**config.mk**
```make
export PLATFORM = sky130hd
export DESIGN_NAME = control_unit
export DESIGN_NICKNAME = d
export VERILOG_FILES = /design/src/rtl/control_unit.sv
export SDC_FILE = /design/constraint.sdc
export NUM_CORES = 1
export LEC_CHECK = 0
export BUFFER_PORTS_ARGS = -buffer_cell sky130_fd_sc_hd__buf_2
export CAP_MARGIN = 20
export CELL_PAD_IN_SITES_DETAIL_PLACEMENT = 0
export CELL_PAD_IN_SITES_GLOBAL_PLACEMENT = 1
export CORE_MARGIN = 2
export CORE_UTILIZATION = 40
export DETAILED_ROUTE_END_ITERATION = 12
export PLACE_DENSITY_LB_ADDON = 0.1
export SLEW_MARGIN = 20
export SYNTH_ARGS = -nofsm -noshare
export SYNTH_HDL_FRONTEND = slang
export SYNTH_SLANG_ARGS = --single-unit
export TNS_END_PERCENT = 20
```
**constraint.sdc**
```tcl
create_clock -name clk -period 2.7 [get_ports clk]
set_input_delay 0.27 -clock clk [delete_from_list [all_inputs] [get_ports clk]]
set_output_delay 0.27 -clock clk [all_outputs]
set_load 0.05 [all_outputs]
```
**src/rtl/control_unit.sv**
```systemverilog
// control_unit -- micro-sequencer of the simple CPU.
//
// Walks fetch (F1..F3), decode (DEC) and up to three execute states (E1..E3)
// for the opcode presented on ir_data, and drives the datapath control word.
//
// Ports
//   clk              in   rising-edge clock
//   rst_n            in   asynchronous active-low reset
//   start            in   leave IDLE and begin fetching
//   ir_data          in   opcode from the instruction register
//   acc_neg          in   ACC sign bit, consulted by JMPGEZ in E1
//   control_signals  out  control word
//                         [0] PC+1        [1] MBR addr->PC  [2] PC->MAR
//                         [3] mem->MBR    [4] MBR->mem      [5] MBR addr->MAR
//                         [6] MBR->IR     [7] ACC->MBR      [8] MBR->BR
//                         [9] ALU->ACC    [12:10] alu_op    [15:13] zero
//   halted           out  high while in HALT
//   illegal_op       out  one-cycle pulse in DEC for an unknown opcode
//   fsm_state        out  current state encoding
module control_unit #(
  parameter int OP_W = 8,
  parameter int CS_W = 16
) (
  input  logic            clk,
  input  logic            rst_n,
  input  logic            start,
  input  logic [OP_W-1:0] ir_data,
  input  logic            acc_neg,
  output logic [CS_W-1:0] control_signals,
  output logic            halted,
  output logic            illegal_op,
  output logic [3:0]      fsm_state
);

  typedef enum logic [3:0] {
    S_IDLE = 4'd0,
    S_F1   = 4'd1,
    S_F2   = 4'd2,
    S_F3   = 4'd3,
    S_DEC  = 4'd4,
    S_E1   = 4'd5,
    S_E2   = 4'd6,
    S_E3   = 4'd7,
    S_HALT = 4'd8
  } state_e;

  localparam logic [OP_W-1:0] OP_NOP    = OP_W'('h00);
  localparam logic [OP_W-1:0] OP_STORE  = OP_W'('h01);
  localparam logic [OP_W-1:0] OP_LOAD   = OP_W'('h02);
  localparam logic [OP_W-1:0] OP_ADD    = OP_W'('h03);
  localparam logic [OP_W-1:0] OP_SUB    = OP_W'('h04);
  localparam logic [OP_W-1:0] OP_JMPGEZ = OP_W'('h05);
  localparam logic [OP_W-1:0] OP_JMP    = OP_W'('h06);
  localparam logic [OP_W-1:0] OP_HALT   = OP_W'('h07);
  localparam logic [OP_W-1:0] OP_AND    = OP_W'('h08);
  localparam logic [OP_W-1:0] OP_OR     = OP_W'('h09);
  localparam logic [OP_W-1:0] OP_NOT    = OP_W'('h0A);
  localparam logic [OP_W-1:0] OP_SHR    = OP_W'('h0B);
  localparam logic [OP_W-1:0] OP_SHL    = OP_W'('h0C);

  // Memory-operand ALU ops: fetch operand into BR, then ALU->ACC.
  function automatic logic is_mem_alu(input logic [OP_W-1:0] op);
    return (op == OP_LOAD) || (op == OP_ADD) || (op == OP_SUB) ||
           (op == OP_AND)  || (op == OP_OR);
  endfunction

  function automatic logic is_unary(input logic [OP_W-1:0] op);
    return (op == OP_NOT) || (op == OP_SHR) || (op == OP_SHL);
  endfunction

  function automatic logic is_known(input logic [OP_W-1:0] op);
    return (op == OP_NOP) || (op == OP_STORE) || (op == OP_JMPGEZ) ||
           (op == OP_JMP) || (op == OP_HALT) || is_mem_alu(op) || is_unary(op);
  endfunction

  function automatic logic [2:0] alu_op_f(input logic [OP_W-1:0] op);
    case (op)
      OP_ADD:  return 3'd1;
      OP_SUB:  return 3'd2;
      OP_AND:  return 3'd3;
      OP_OR:   return 3'd4;
      OP_NOT:  return 3'd5;
      OP_SHR:  return 3'd6;
      OP_SHL:  return 3'd7;
      default: return 3'd0;   // LOAD passes B straight through
    endcase
  endfunction

  // Control word for the state about to be entered. JMPGEZ's PC load is not
  // produced here; it is gated by acc_neg live during E1 (see output).
  function automatic logic [CS_W-1:0] cw_f(input state_e s, input logic [OP_W-1:0] op);
    logic [CS_W-1:0] cw;
    cw = '0;
    case (s)
      S_F1: cw[2] = 1'b1;
      S_F2: begin cw[3] = 1'b1; cw[0] = 1'b1; end
      S_F3: begin cw[6] = 1'b1; cw[5] = 1'b1; end
      S_E1: begin
        if (op == OP_STORE)    cw[7] = 1'b1;
        if (is_mem_alu(op))    cw[3] = 1'b1;
        if (op == OP_JMP)      cw[1] = 1'b1;
        if (is_unary(op)) begin
          cw[9]     = 1'b1;
          cw[12:10] = alu_op_f(op);
        end
      end
      S_E2: begin
        if (op == OP_STORE)    cw[4] = 1'b1;
        if (is_mem_alu(op))    cw[8] = 1'b1;
      end
      S_E3: begin
        cw[9]     = 1'b1;
        cw[12:10] = alu_op_f(op);
      end
      default: cw = '0;
    endcase
    return cw;
  endfunction

  state_e          state_q, state_d;
  logic [CS_W-1:0] cs_q, cs_d;
  logic            halted_q, halted_d;
  logic            gez_q, gez_d;     // in E1 of a JMPGEZ

  always_comb begin
    state_d = state_q;
    case (state_q)
      S_IDLE: if (start) state_d = S_F1;
      S_F1:   state_d = S_F2;
      S_F2:   state_d = S_F3;
      S_F3:   state_d = S_DEC;
      S_DEC: begin
        if (ir_data == OP_HALT)                        state_d = S_HALT;
        else if (ir_data == OP_NOP || !is_known(ir_data)) state_d = S_F1;
        else                                           state_d = S_E1;
      end
      S_E1:   state_d = (ir_data == OP_STORE || is_mem_alu(ir_data)) ? S_E2 : S_F1;
      S_E2:   state_d = (ir_data == OP_STORE) ? S_F1 : S_E3;
      S_E3:   state_d = S_F1;
      S_HALT: state_d = S_HALT;
      default: state_d = S_IDLE;
    endcase
    // ir_data is stable from DEC onward, so the next-state word can be
    // computed a cycle early and registered.
    cs_d     = cw_f(state_d, ir_data);
    halted_d = (state_d == S_HALT);
    gez_d    = (state_d == S_E1) && (ir_data == OP_JMPGEZ);
  end

  always_ff @(posedge clk or negedge rst_n) begin
    if (!rst_n) begin
      state_q  <= S_IDLE;
      cs_q     <= '0;
      halted_q <= 1'b0;
      gez_q    <= 1'b0;
    end else begin
      state_q  <= state_d;
      cs_q     <= cs_d;
      halted_q <= halted_d;
      gez_q    <= gez_d;
    end
  end

  // IR only settles at the F3->DEC edge, so the illegal flag cannot be
  // precomputed; it is decoded from the state register and the live IR.
  assign illegal_op      = (state_q == S_DEC) && !is_known(ir_data);
  assign control_signals = cs_q | (CS_W'(gez_q && !acc_neg) << 1);
  assign halted          = halted_q;
  assign fsm_state       = state_q;

endmodule
```
# --- After elaboration in Yosys (flattened, before gate mapping) ---
# Index checks and enable logic that the tools add are counted.
op_classes:
  n_eq_ne: 27
  mux: 20
  n_bitwise: 1
  reduce_logical: 21
ops:
  columns: ["cell", "n"]
  rows:
  - ["$eq A8 B4 Y1 const B", 5]
  - ["$pmux W4 S9", 1]
  - ["$eq A8 B3 Y1 const B", 4]
  - ["$eq A4 B3 Y1 const B", 7]
  - ["$pmux W3 S7", 1]
  - ["$eq A4 B2 Y1 const B", 4]
  - ["$eq A8 B2 Y1 const B", 2]
  - ["$logic_or A1 B1 Y1", 14]
  - ["$or A13 B2 Y13", 1]
  - ["$mux W4", 3]
  - ["$mux W1", 9]
  - ["$mux W3", 3]
  - ["$eq A4 B1 Y1 const B", 2]
  - ["$eq A4 B4 Y1 const B", 2]
  - ["$eq A8 B1 Y1 const B", 1]
  - ["$logic_not A8 Y1", 1]
  - ["$pmux W4 S2", 1]
  - ["$logic_not A4 Y1", 1]
  - ["$logic_and A1 B1 Y1", 3]
  - ["$logic_not A1 Y1", 2]
  - ["$mux W2", 1]
  - ["$pmux W1 S2", 1]
word_totals:
  reg_bits: 19
  inputBits: 12
  output_inout_bits: 22
  wordCells: 73

# --- Logic depth before layout (Yosys ltp) ---
logic_depth:
  depth_word: 14
  depth_mapped: 6
  depth_no_buf: 5

# --- Least setup slack after synthesis ---
# OpenSTA, ideal clock, no wires.
synth_timing:
  path_type: "register to output"
  from: "register state_q[2], in the netlist fsm_state[2]"
  to: "output illegal_op"
  t_arrival_ns: 1.805
  t_required_ns: 2.430
  path_slack_ns: 0.625
  stages_incl_launch_ff: 4
  path_buffers: 0
  path_cell_list: "dfrtp_1 > and2b_1 > nand2_1 > a21oi_1"
synth_between:
  elab_chain_cells: 2
synth_lines:
  columns: ["element", "line", "rtl"]
  rows:
  - ["from (decl)", "120", "state_e state_q, state_d;"]
  - ["from (signal assigned)", "157", "state_q <= state_d;"]
  - ["$eq A4 B3 Y1", "166", "assign illegal_op = (state_q == S_DEC) && !is_known(ir_data);"]
  - ["$logic_and A1 B1 Y1", "166", null]
  - ["to (decl)", "31", "output logic illegal_op,"]
# No other way between the ends.

# --- Worst setup path in the final report ---
# Same ends and word-level chain as after synthesis.

==> metrics <==
Pwr per Cell Area=between 800 and 900 mW/mm2; H-Tree Depth=1; largest area contributor in the netlist=dfrtp_1; IO Pins=34; Syn. warnings=0; Post-synth top flop=dfrtp_1; Total Power=1.07 mW; first-pass GRT wire length=about 3.7 mm; wire length per cell=between 10 and 15 um; Synth Area in Simple Gates=26.5%; die area=0.00315 mm2; worst setup margin=908 ps; Worst-path clk slew=100 ps; CP top delay family=flip-flops; most frequent cells in the layout=buf_2 (30), dfrtp_1 (18), nor2_1 (10); max-cap viol count=0; largest net degree at the start of global routing=19; Slew HR=between 50 and 60%; post-synth top area share=between 40% and 50%; vias per cell=about 5; post-synthesis cell type count=43; Cell Area, Synth=between 0.001 and 0.0015 mm2; worst skew pair latency=between 200 and 300 ps; layout cell share with drive strength beyond 1=a little under a third; Final HPWL DP=roughly 1.6 mm; Row Count=18; nets=about 150; Int Power=approximately 550 uW; WP data arrival=between 1500 and 2000 ps; Post-Synth XOR/XNOR Area=less than 1%; # DRC=0; startpoint types=register; Final period util=approximately two thirds; final setup TNS=0 ps; total number of vias=830; Seq/Total Area, Yosys=between 40% and 50%; clock share of power=15.2%; Post-synth EDFFs=0; fillers=~260; commonest non-fill, non-tap cell in the layout=buf_2; router iterations before antenna repair=4; synthesis-to-finish area growth=9.56%; CTS tree=done; final hold vios=0; Yosys reg bits=18; worst path required time=approximately 2400 ps; WS Path Type=register to output port; total CTS buffers=3; syn_area_per_cell=between 9 and 10 um2; RSZ-0062 raised after global routing=no; switch share=a little under half; Largest stage delay, worst path=~500 ps; antenna violations before repair=0; worst vdd rail ir drop=between 0.6 and 0.7 mV; initial core utilization=around 43%; Gate Count Post-Synth=approximately 110; WP buf/inv=1; crit-path cells=and2b_1 > nand2_1 > a21oi_1 > buf_2; Slowest-stage cell, CP=dfrtp_1; status=completed; GP Congestion=approximately 0.79; Switch Pwr=approximately 500 uW; Period minus WS final=around 1800 ps; core box area=about 0.0025 mm2; final max-slew violation count=0; antenna-violating nets left=0; Bufs on Longest Clock Path=2; sequential power share=34.4%; final setup violating endpoints=0; multiplexer share of the synthesized area=0.922%; adder-cell share of the synthesized area=less than 1%; post-synthesis compound-gate area fraction=around 15%; leakage power=about 0.59 nW; dpl ws=about 830 ps; asr flop ratio synth=100%; Antenna Cells=0; Post-Place Cell Area=around 0.0011 mm2; # resized after CTS=0; Worst setup EP type=output port; Fmax=between 0.5 and 0.6 GHz; DRT iter0 DRCs=12; total track usage=15.2%; vias in the first global route=791; Die W=~56 um; final WL=between 2 and 2.5 mm; hold crit path type=input pin to register; Synth area leaders=dfrtp_1 (41%), buf_4 (10%), nor2_1 (3.5%); GRT Residual Overflow=0; Worst Skew=roughly 3.5 ps; measured slew at the worst slew-check pin=741 ps; die height=approximately 56 um; TritonCTS Sinks=18; I/O Buffers=30; combinational power share=~50%; largest family of logic cells by synthesized area=simple AND/OR/NAND/NOR gates; crit-path max FO=9; root buffer cell=clkbuf_4; design area=0.00119 mm2
-- cell type report --
| cell class | instances | area (um2) | share of cell area (%) |
|---|---|---|---|
| Clock buffer | 4 | 36.3 | 3.05 |
| Inverter | 4 | 15.0 | 1.26 |
| Multi-Input combinational cell | 75 | 490 | 41.2 |
| Sequential cell | 18 | 450 | 37.9 |
| Tap cell | 30 | 37.5 | 3.15 |
| Timing Repair Buffer | 31 | 160 | 13.5 |
-- final timing paths --
check / startpoint / to / slack, ps / cells after the start
setup / recovery: fsm_state[2] / illegal_op / 910 / 4
hold / removal: ir_data[0] / cs_q[1] / 310 / 2
setup reg to reg: fsm_state[0] / cs_q[11] / 950 / 5
hold reg to reg: fsm_state[1] / fsm_state[3] / 600 / 1
max in group asynchronous: rst_n / halted / 2010 / 2
min in group asynchronous: rst_n / cs_q[1] / 410 / 2
-- routing by layer --
metal,track usage (%),wire length [um],vias up
li1,-,-,422
met1,21.1,1010,376
met2,22.7,900,27
met3,2.79,124,5
met4,7.14,46,0
met5,0,0,-
-- synthesized netlist by cell type (all sizes together), types with 2 or more instances --
library cell / count
nor2b: 4
inv: 4
nand2: 5
o21ai: 6
and2: 2
nor4: 3
nand2b: 2
nand3b: 2
a21o: 2
a21oi: 4
nor3: 6
nand3: 2
nor3b: 3
buf: 18
nor2: 10
or4: 2
dfrtp: 18
or2: 2
-- metrics by stage --
stage	std cells	utilization, %	hold WS [ps]
floorplan	116	-	-25.6
global placement	157	45.3	217
detailed placement	157	45.3	226
CTS	162	47.2	305
global route	162	47.2	320
finish	162	47.2	311
-- what timing repair did --
action,4_1_cts,5_1_grt
endpoints found under the hold margin,18,0
hold buffers,1,0
setup buffers,0,0
-- cells by family after synthesis --
group / Yosys count
flip-flops: 18
adder cells (fa/ha/maj): 1
AND/OR/NAND/NOR: 47
AO/OA/AOI/OAI: 22
other: 1
buffers and inverters: 23
multiplexers: 1
XOR/XNOR: 1
-- worst reg2reg max path, stage by stage, from the launching register on --
cell	delay (ps)
dfrtp_1	480
nor2b_1	190
o21ai_0	300
o21ai_0	180
a221oi_2	380
nor3_1	100
-- power groups by stage --
stage | clock network [mW] | registers [mW] | logic, mW
after detailed placement | 0 | 0.371 | 0.539
after CTS | 0.168 | 0.367 | 0.541
after global placement | 0 | 0.372 | 0.539
final | 0.162 | 0.366 | 0.537
after floorplan | 0 | 0.430 | 0.413
after global routing | 0.180 | 0.380 | 0.578
-- state kept, by name (all words and copies together) (netlist names) --
register / flops
fsm_state: 4
halted: 1
gez_q: 1
cs_q: 12
Power figures use the tool's default switching activity.
